$ cat config.mk
export PLATFORM = sky130hd
export DESIGN_NAME = flash_boot_ctrl_flat
export DESIGN_NICKNAME = d
export VERILOG_FILES = /design/src/rtl/flash_boot_ctrl_if.sv /design/src/rtl/flash_boot_ctrl.sv /design/src/flat_wrapper.sv
export SDC_FILE = /design/constraint.sdc
export NUM_CORES = 1
export LEC_CHECK = 0
export BUFFER_PORTS_ARGS = -buffer_cell sky130_fd_sc_hd__buf_2
export CAP_MARGIN = 10
export CORE_UTILIZATION = 45
export DETAILED_ROUTE_END_ITERATION = 10
export PLACE_DENSITY = 0.65
export SLEW_MARGIN = 10
export SYNTH_ARGS = -nofsm -noshare
export SYNTH_HDL_FRONTEND = slang
export SYNTH_SLANG_ARGS = --single-unit
$ cat constraint.sdc
create_clock -name clk -period 6.1 [get_ports clk]
set_clock_uncertainty 0.05 [all_clocks]
set_input_delay 0.305 -clock clk [delete_from_list [all_inputs] [get_ports clk]]
set_output_delay 0.305 -clock clk [all_outputs]
set_load 0.1 [all_outputs]
$ cat src/rtl/flash_boot_ctrl_if.sv
`default_nettype none
// +-----------------------------------------------------------------------+
// | flash_boot_ctrl_if : SPI flash, imem write and core-control bundle    |
// | Rev 1.0                                                               |
// +-----------------------------------------------------------------------+
interface flash_boot_ctrl_if;
  logic        o_flash_sclk;
  logic        o_flash_cs_n;
  logic        o_flash_mosi;
  logic        i_flash_miso;
  logic        o_imem_we;
  logic [31:0] o_imem_addr;
  logic [31:0] o_imem_wdata;
  logic        i_imem_ack;
  logic        o_core_rst;
  logic        o_done;

  modport master (
    output o_flash_sclk, o_flash_cs_n, o_flash_mosi, o_imem_we,
           o_imem_addr, o_imem_wdata, o_core_rst, o_done,
    input  i_flash_miso, i_imem_ack
  );

  modport slave (
    input  o_flash_sclk, o_flash_cs_n, o_flash_mosi, o_imem_we,
           o_imem_addr, o_imem_wdata, o_core_rst, o_done,
    output i_flash_miso, i_imem_ack
  );
endinterface
`default_nettype wire

$ cat src/rtl/flash_boot_ctrl.sv
`default_nettype none
// +-----------------------------------------------------------------------+
// | flash_boot_ctrl : copies a boot image from SPI flash into imem, then  |
// | releases the core from reset.                        Rev 1.0          |
// +-----------------------------------------------------------------------+
module flash_boot_ctrl #(
  parameter logic [23:0] BOOT_ADDR = 24'h000000,
  parameter int unsigned WORDS     = 1024,
  parameter int unsigned CLK_DIV   = 2
) (
  input wire logic          clk,
  input wire logic          reset,
  flash_boot_ctrl_if.master bus
);

  localparam int unsigned c_div_w  = (CLK_DIV > 1) ? $clog2(CLK_DIV) : 1;
  localparam int unsigned c_word_w = $clog2(WORDS + 1);
  localparam logic [c_div_w-1:0]  c_div_last  = c_div_w'(CLK_DIV - 1);
  localparam logic [c_word_w-1:0] c_word_last = c_word_w'(WORDS - 1);
  localparam logic [31:0]         c_cmd       = {8'h03, BOOT_ADDR};

  typedef enum logic [1:0] {
    S_CMD   = 2'd0,
    S_DATA  = 2'd1,
    S_WRITE = 2'd2,
    S_DONE  = 2'd3
  } state_t;

  state_t              r_state;
  logic                r_sclk;
  logic                r_cs_n;
  logic                r_mosi;
  logic                r_we;
  logic [31:0]         r_addr;
  logic [31:0]         r_wdata;
  logic                r_core_rst;
  logic                r_done;
  logic [c_div_w-1:0]  r_div;
  logic [4:0]          r_bit;
  logic [c_word_w-1:0] r_word;
  logic [31:0]         r_tx;
  logic [31:0]         r_rx;

  always_ff @(posedge clk) begin
    if (reset) begin
      r_state    <= S_CMD;
      r_sclk     <= 1'b0;
      r_cs_n     <= 1'b1;
      r_mosi     <= 1'b0;
      r_we       <= 1'b0;
      r_addr     <= 32'd0;
      r_wdata    <= 32'd0;
      r_core_rst <= 1'b1;
      r_done     <= 1'b0;
      r_div      <= '0;
      r_bit      <= 5'd0;
      r_word     <= '0;
      r_tx       <= 32'd0;
      r_rx       <= 32'd0;
    end else begin
      case (r_state)
        S_CMD, S_DATA: begin
          if (r_cs_n) begin
            // First cycle out of reset: select the flash and present the opcode MSB.
            r_cs_n <= 1'b0;
            r_mosi <= c_cmd[31];
            r_tx   <= {c_cmd[30:0], 1'b0};
            r_div  <= '0;
            r_bit  <= 5'd0;
          end else if (r_div == c_div_last) begin
            r_div  <= '0;
            r_sclk <= ~r_sclk;
            if (!r_sclk) begin
              if (r_state == S_DATA) begin
                r_rx <= {r_rx[30:0], bus.i_flash_miso};
              end
            end else if (r_bit == 5'd31) begin
              r_bit <= 5'd0;
              if (r_state == S_CMD) begin
                r_state <= S_DATA;
                r_mosi  <= 1'b0;
              end else begin
                // Stream arrives byte 0 first; byte 0 belongs in the low lane.
                r_state <= S_WRITE;
                r_we    <= 1'b1;
                r_wdata <= {r_rx[7:0], r_rx[15:8], r_rx[23:16], r_rx[31:24]};
              end
            end else begin
              r_bit <= r_bit + 5'd1;
              if (r_state == S_CMD) begin
                r_mosi <= r_tx[31];
                r_tx   <= {r_tx[30:0], 1'b0};
              end
            end
          end else begin
            r_div <= r_div + 1'b1;
          end
        end

        S_WRITE: begin
          // SCLK parked low and cs_n kept low so the flash read continues after the stall.
          if (bus.i_imem_ack) begin
            r_we   <= 1'b0;
            r_addr <= r_addr + 32'd4;
            if (r_word == c_word_last) begin
              r_state    <= S_DONE;
              r_cs_n     <= 1'b1;
              r_core_rst <= 1'b0;
              r_done     <= 1'b1;
            end else begin
              r_word  <= r_word + 1'b1;
              r_state <= S_DATA;
              r_div   <= '0;
            end
          end
        end

        default: begin
          r_state <= S_DONE;
        end
      endcase
    end
  end

  assign bus.o_flash_sclk = r_sclk;
  assign bus.o_flash_cs_n = r_cs_n;
  assign bus.o_flash_mosi = r_mosi;
  assign bus.o_imem_we    = r_we;
  assign bus.o_imem_addr  = r_addr;
  assign bus.o_imem_wdata = r_wdata;
  assign bus.o_core_rst   = r_core_rst;
  assign bus.o_done       = r_done;

endmodule
`default_nettype wire
$ cat src/flat_wrapper.sv
// flat-port wrapper written by rule: the top's interface ports become plain ports
module flash_boot_ctrl_flat 
#(
  parameter logic [23:0] BOOT_ADDR = 24'h000000,
  parameter int unsigned WORDS     = 1024,
  parameter int unsigned CLK_DIV   = 2
)
  (clk, reset, bus_o_flash_sclk, bus_o_flash_cs_n, bus_o_flash_mosi, bus_o_imem_we, bus_o_imem_addr, bus_o_imem_wdata, bus_o_core_rst, bus_o_done, bus_i_flash_miso, bus_i_imem_ack);
  flash_boot_ctrl_if bus_i ();
  input wire logic clk;
  input wire logic reset;
  output wire logic [$bits(bus_i.o_flash_sclk)-1:0] bus_o_flash_sclk;
  output wire logic [$bits(bus_i.o_flash_cs_n)-1:0] bus_o_flash_cs_n;
  output wire logic [$bits(bus_i.o_flash_mosi)-1:0] bus_o_flash_mosi;
  output wire logic [$bits(bus_i.o_imem_we)-1:0] bus_o_imem_we;
  output wire logic [$bits(bus_i.o_imem_addr)-1:0] bus_o_imem_addr;
  output wire logic [$bits(bus_i.o_imem_wdata)-1:0] bus_o_imem_wdata;
  output wire logic [$bits(bus_i.o_core_rst)-1:0] bus_o_core_rst;
  output wire logic [$bits(bus_i.o_done)-1:0] bus_o_done;
  input wire logic [$bits(bus_i.i_flash_miso)-1:0] bus_i_flash_miso;
  input wire logic [$bits(bus_i.i_imem_ack)-1:0] bus_i_imem_ack;
  assign bus_o_flash_sclk = bus_i.o_flash_sclk;
  assign bus_o_flash_cs_n = bus_i.o_flash_cs_n;
  assign bus_o_flash_mosi = bus_i.o_flash_mosi;
  assign bus_o_imem_we = bus_i.o_imem_we;
  assign bus_o_imem_addr = bus_i.o_imem_addr;
  assign bus_o_imem_wdata = bus_i.o_imem_wdata;
  assign bus_o_core_rst = bus_i.o_core_rst;
  assign bus_o_done = bus_i.o_done;
  assign bus_i.i_flash_miso = bus_i_flash_miso;
  assign bus_i.i_imem_ack = bus_i_imem_ack;
  flash_boot_ctrl #(.BOOT_ADDR(BOOT_ADDR), .WORDS(WORDS), .CLK_DIV(CLK_DIV)) u_core (.clk(clk), .reset(reset), .bus(bus_i));
endmodule
# Yosys cells after proc, flatten, opt, wreduce, memory -nomap -nowiden
# Cells that the tools add are included.
[op_classes]
n_addsub = 4
eq_ne = 13
mux = 38
bitwise_logic = 4
reduce_logical = 19
[ops]
columns = ["cell", "count"]
rows = [
  ["$mux 32", 5],
  ["$add 32x3->32 const B", 1],
  ["$mux 5", 4],
  ["$mux 1", 18],
  ["$reduce_and 3->1", 6],
  ["$reduce_and 5->1", 3],
  ["$mux 2", 7],
  ["$add 11x1->11 const B", 1],
  ["$eq 11x10->1 const B", 1],
  ["$ne 2x1->1 const B", 5],
  ["$ne 2x2->1 const B", 4],
  ["$reduce_bool 2->1", 4],
  ["$reduce_and 7->1", 1],
  ["$pmux 1 s2", 3],
  ["$reduce_and 6->1", 1],
  ["$add 5x1->5 const B", 1],
  ["$eq 5x5->1 const B", 1],
  ["$not 1->1", 4],
  ["$pmux 2 s2", 1],
  ["$reduce_and 4->1", 1],
  ["$eq 2x1->1 const B", 1],
  ["$eq 2x2->1 const B", 1],
  ["$logic_not 2->1", 1],
  ["$reduce_and 2->1", 1],
  ["other kinds (2)", 2],
]
[word_totals]
reg_bits = 153
input_bits = 4
out_inout_bits = 70
word_cells = 92

# Depth between registers and ports, before layout
[logic_depth]
ltp_word = 7
mapped_depth = 8
ltp_nobuf = 7

# Least setup slack after synthesis
# OpenSTA, ideal clock, no wires.
[synth_path]
path_kind = "flip-flop to flip-flop"
start = "register u_core.r_addr[5], in the netlist u_core.bus.o_imem_addr[5]"
end = "register u_core.r_addr[25], in the netlist u_core.bus.o_imem_addr[25]"
setup_ns = 0.070
t_arrival_ns = 2.608
required_time_ns = 5.980
slack_ns = 3.372
stages_incl_launch_ff = 6
path_buffers = 1
synth_period_minus_slack_ns = 2.728
path_cell_list = "dfxtp_1 > nand4_4 > or4_4 > buf_6 > or4_1 > a21oi_1"
[synth_between]
elab_chain_cells = 1
[synth_lines]
columns = ["element", "line_no", "rtl"]
rows = [
  ["start: declaration", "flash_boot_ctrl.sv:34", "logic [31:0] r_addr;"],
  ["start signal: assignment", "flash_boot_ctrl.sv:104", "r_addr <= r_addr + 32'd4;"],
  ["$add 32x3->32", "flash_boot_ctrl.sv:104", ""],
]
# Every way passes these cells.
# A chain may end at the register's enable or synchronous reset.

# Final worst setup path
[layout_path]
start = "register u_core.r_state[1]"
end = "register u_core.r_addr[18], in the netlist u_core.bus.o_imem_addr[18]"
[layout_between]
elab_chain_cells = 2
[layout_lines]
columns = ["element", "line_no", "rtl"]
rows = [
  ["start: declaration", "flash_boot_ctrl.sv:29", "state_t r_state;"],
  ["start signal: assignment", "flash_boot_ctrl.sv:46", "r_state <= S_CMD;"],
  ["start signal: assignment", "flash_boot_ctrl.sv:80", "r_state <= S_DATA;"],
  ["start signal: assignment", "flash_boot_ctrl.sv:84", "r_state <= S_WRITE;"],
  ["$eq 2x2->1", "flash_boot_ctrl.sv:61", "case (r_state)"],
  ["$reduce_and 2->1 (no source line)", "n/a", ""],
]
# Every way passes these cells.

==> run_results.csv <==
group,metric,value,unit
status,outcome,"finished, final reports clean",
critical_path,critical_path_class,"flip-flop to flip-flop",
finish,layout_common_cells,"nand2_1, dfxtp_1, a21oi_1",
clocking,h-tree-depth,4,
synthesis,yosys.area.top_type,"dfxtp_1",
critical_path,crit_family,"simple AND/OR/NAND/NOR gates",
pwr,power_switching,404,µW
timing,final_hold_viol_count,0,
critical_path,cp-end-kind,"flip-flop",
synthesis,synth_top_area_share,49.3,%
routing,drc,0,
routing,dr.pass1.iters,5,
synthesis,yosysUniqueCellTypes,47,
timing,rsz0062_at_grt,"false",
critical_path,cp.required,6.40,ns
critical_path,cp-start-kind,"flip-flop",
timing,slew_headroom,22.6,%
min_path,min-delay-start,"bus_i_flash_miso",
synthesis,synth-async-reset-ratio,0,%
clocking,clock_latency,0.43,ns
die,design.die.area,11800,µm²
grt,antenna_found_initial,0,
routing,ant_nets,0,
critical_path,cp_max_fo,18,
timing,max_freq,375,MHz
clocking,cts_tree,"done",
pwr,peakVddDrop,216,µV
pwr,p_leak,2.27,nW
synthesis,synth_edf_count,0,
finish,fin_nets,683,
clocking,cts_buffers,17,
pwr,powerDensity,330,nW/µm²
place,gp_congestion,0.818,
finish,ff_latch_area,2520,µm²
clocking,cts_setup_buffers,0,
synthesis,synth.avg_cell_area,8.25,µm²
grt,grt.total_usage,19.5,%
flow_run,maxCapViolations,0,
place,post-place-ws,3.43,ns
die,die_y,109,µm
clocking,clockBufferDepth,2,
min_path,worstHoldPathType,"input pin to flip-flop",
synthesis,syn_inst,620,
finish,multi_input_area,2380,µm²
clocking,cts-root-buf,"clkbuf_16",
critical_path,slowest_stage,"or3_1",
pwr,pwr-share-clk,57.8,%
timing,hold_ws,0.0886,ns
clocking,numClockSinks,126,
die,chipWidth,109,µm
timing,finalSetupViolCount,0,
routing,num_vias,4465,
routing,avgRoutedWirePerCell,13.4,µm
die,coreArea,10900,µm²
routing,via_per_inst,5.40,
finish,area_growth,21.6,%
routing,routed_wl,11000,µm
synthesis,synth-seq-cells,126,
finish,n_antenna_cell,0,
synthesis,ys_top_cells_by_area,"dfxtp_1, nand2_1, a21oi_1",
timing,setup_slack,3.44,ns
die,io_pins,74,
critical_path,r2r-start,"u_core.r_state[1]$_SDFFE_PP0P_",
grt,grt_pass1_wl,18000,µm
synthesis,ys.flop_type,"dfxtp_1",
synthesis,ys_seq_area_share,49.3,%
finish,layout_commonest_cell,"nand2_1",
critical_path,arrival,2.97,ns
die,initial_core_util,46.8,%
routing,dr.first_iter.drc_count,308,
pwr,p_int,1.65,mW
place,dpl_cell_area,5520,µm²
timing,final.setup.tns,0,ns
clocking,clkTransAtPathRegs,0.06,ns
critical_path,cp_slowest_stage_delay,0.66,ns
finish,drive_above_1_share,17.0,%
synthesis,synth-warning-count,0,
critical_path,cp_cell_sequence,"nand4b_1, or3_1, or4_1, a21oi_1",
timing,drv_slew,0,
die,rows,38,
finish,fill_cells,1016,
pwr,swShare,19.7,%
clocking,post_cts_resized,0,
pwr,share_seq_of_total_power,40.4,%
clocking,cts_hold_buf,0,
grt,grt-ovfl-total,0,
synthesis,synth.cell_area,5110,µm²
grt,grt_pass1_vias,3951,
timing,post-route-min-period,2.66,ns
timing,worst_slew_pin_slew,1.16,ns
place,numPortBuffers,71,
place,dp_hpwl,6980,µm
grt,grt_max_degree,86,
critical_path,cp.buffers_inverters,0,
finish,final_cell_area,6220,µm²
critical_path,critPathLaunch,"u_core.r_state[1]$_SDFFE_PP0P_",
timing,period_share,43.7,%
pwr,combPwrFrac,1.8,%
-- power groups by stage --
stage          registers [mW]  logic, mW  clock network (mW)
6_report                0.829     0.0364                1.19
5_1_grt                 0.829     0.0394                1.24
4_1_cts                 0.829     0.0366                1.21
3_5_place_dp            0.846     0.0365                   0
3_3_place_gp            0.846     0.0359                   0
2_1_floorplan           0.850     0.0268                   0
-- cells by family (layout without fill, tap and decap cells) --
kind of cell,Yosys count,after routing,synth area share (%)
AO/OA/AOI/OAI,136,136,15.0
XOR/XNOR,11,11,1.88
other,1,2,0.0733
buffers and inverters,53,119,4.21
adder cells (fa/ha/maj),5,5,1.22
flip-flops,126,126,49.3
AND/OR/NAND/NOR,278,278,26.2
multiplexers,10,10,2.08
-- per-layer routing --
metal | vias to the layer above | track usage, % | part of all wire [%]
met5 | - | 0 | 0
met4 | 0 | 9.27 | 1.5
met3 | 15 | 6.51 | 5.1
met2 | 100 | 30.1 | 46
met1 | 2080 | 24.4 | 47
li1 | 2270 | - | -
-- cell type report --
type                            instances  share of cell area (%)
Multi-Input combinational cell        442                    38.4
Clock inverter                         14                    4.25
Tap cell                              140                    2.82
Timing Repair Buffer                   75                    6.24
Clock buffer                           18                    7.06
Sequential cell                       126                    40.6
Inverter                               12                   0.724
-- synthesized netlist by cell type, types with 4 or more instances --
| master | n |
|---|---|
| and3_1 | 5 |
| and4_1 | 5 |
| a211oi_1 | 4 |
| or3_1 | 8 |
| nor2_1 | 29 |
| inv_1 | 12 |
| ha_1 | 5 |
| or4_1 | 15 |
| dfxtp_1 | 126 |
| xnor2_1 | 8 |
| o22ai_1 | 5 |
| nand3_1 | 11 |
| o21ai_0 | 10 |
| mux2_2 | 5 |
| mux2i_1 | 5 |
| a21oi_1 | 93 |
| and2_1 | 4 |
| nor4_1 | 5 |
| nor2b_1 | 6 |
| nor3_1 | 9 |
| nand4_1 | 12 |
| nand2_1 | 151 |
| clkbuf_1 | 35 |
| nand3b_1 | 4 |
| o31ai_1 | 15 |
-- metrics by stage --
stage               power [mW]  std cells  util (%)
floorplan                0.877        621         -
global placement         0.882        795      50.4
detailed placement       0.883        795      50.4
CTS                       2.07        827      56.9
global route              2.11        827      56.9
finish                    2.05        827      56.9
-- worst register-to-register path: stages (launching register included) --
cell      delay (ns)
dfxtp_1         0.61
nand4b_1        0.65
or3_1           0.66
or4_1           0.49
a21oi_1         0.14
-- sequential cells by signal, summed over array words and instances, names as in the netlist --
register,count
u_core.bus.o_core_rst,1
u_core.bus.o_imem_wdata,32
u_core.r_state,2
u_core.r_rx,32
u_core.bus.o_flash_mosi,1
u_core.bus.o_done,1
u_core.bus.o_imem_addr,30
u_core.bus.o_imem_we,1
u_core.bus.o_flash_cs_n,1
u_core.bus.o_flash_sclk,1
u_core.r_div,1
u_core.r_word,11
u_core.r_bit,5
u_core.r_tx,7
-- path summary, 6_finish.rpt --
| kind | to | slack (ns) | depth (start not counted) |
|---|---|---|---|
| setup / recovery | u_core.bus.o_imem_addr[18]$_SDFFE_PP0P_ | 3.44 | 4 |
| hold / removal | u_core.r_rx[0]$_SDFFE_PP0P_ | 0.09 | 3 |
| setup reg to reg | u_core.bus.o_imem_addr[18]$_SDFFE_PP0P_ | 3.44 | 4 |
| hold reg to reg | u_core.bus.o_core_rst$_SDFFE_PP1P_ | 0.40 | 1 |
No activity file was read; power rests on OpenSTA's default activity.
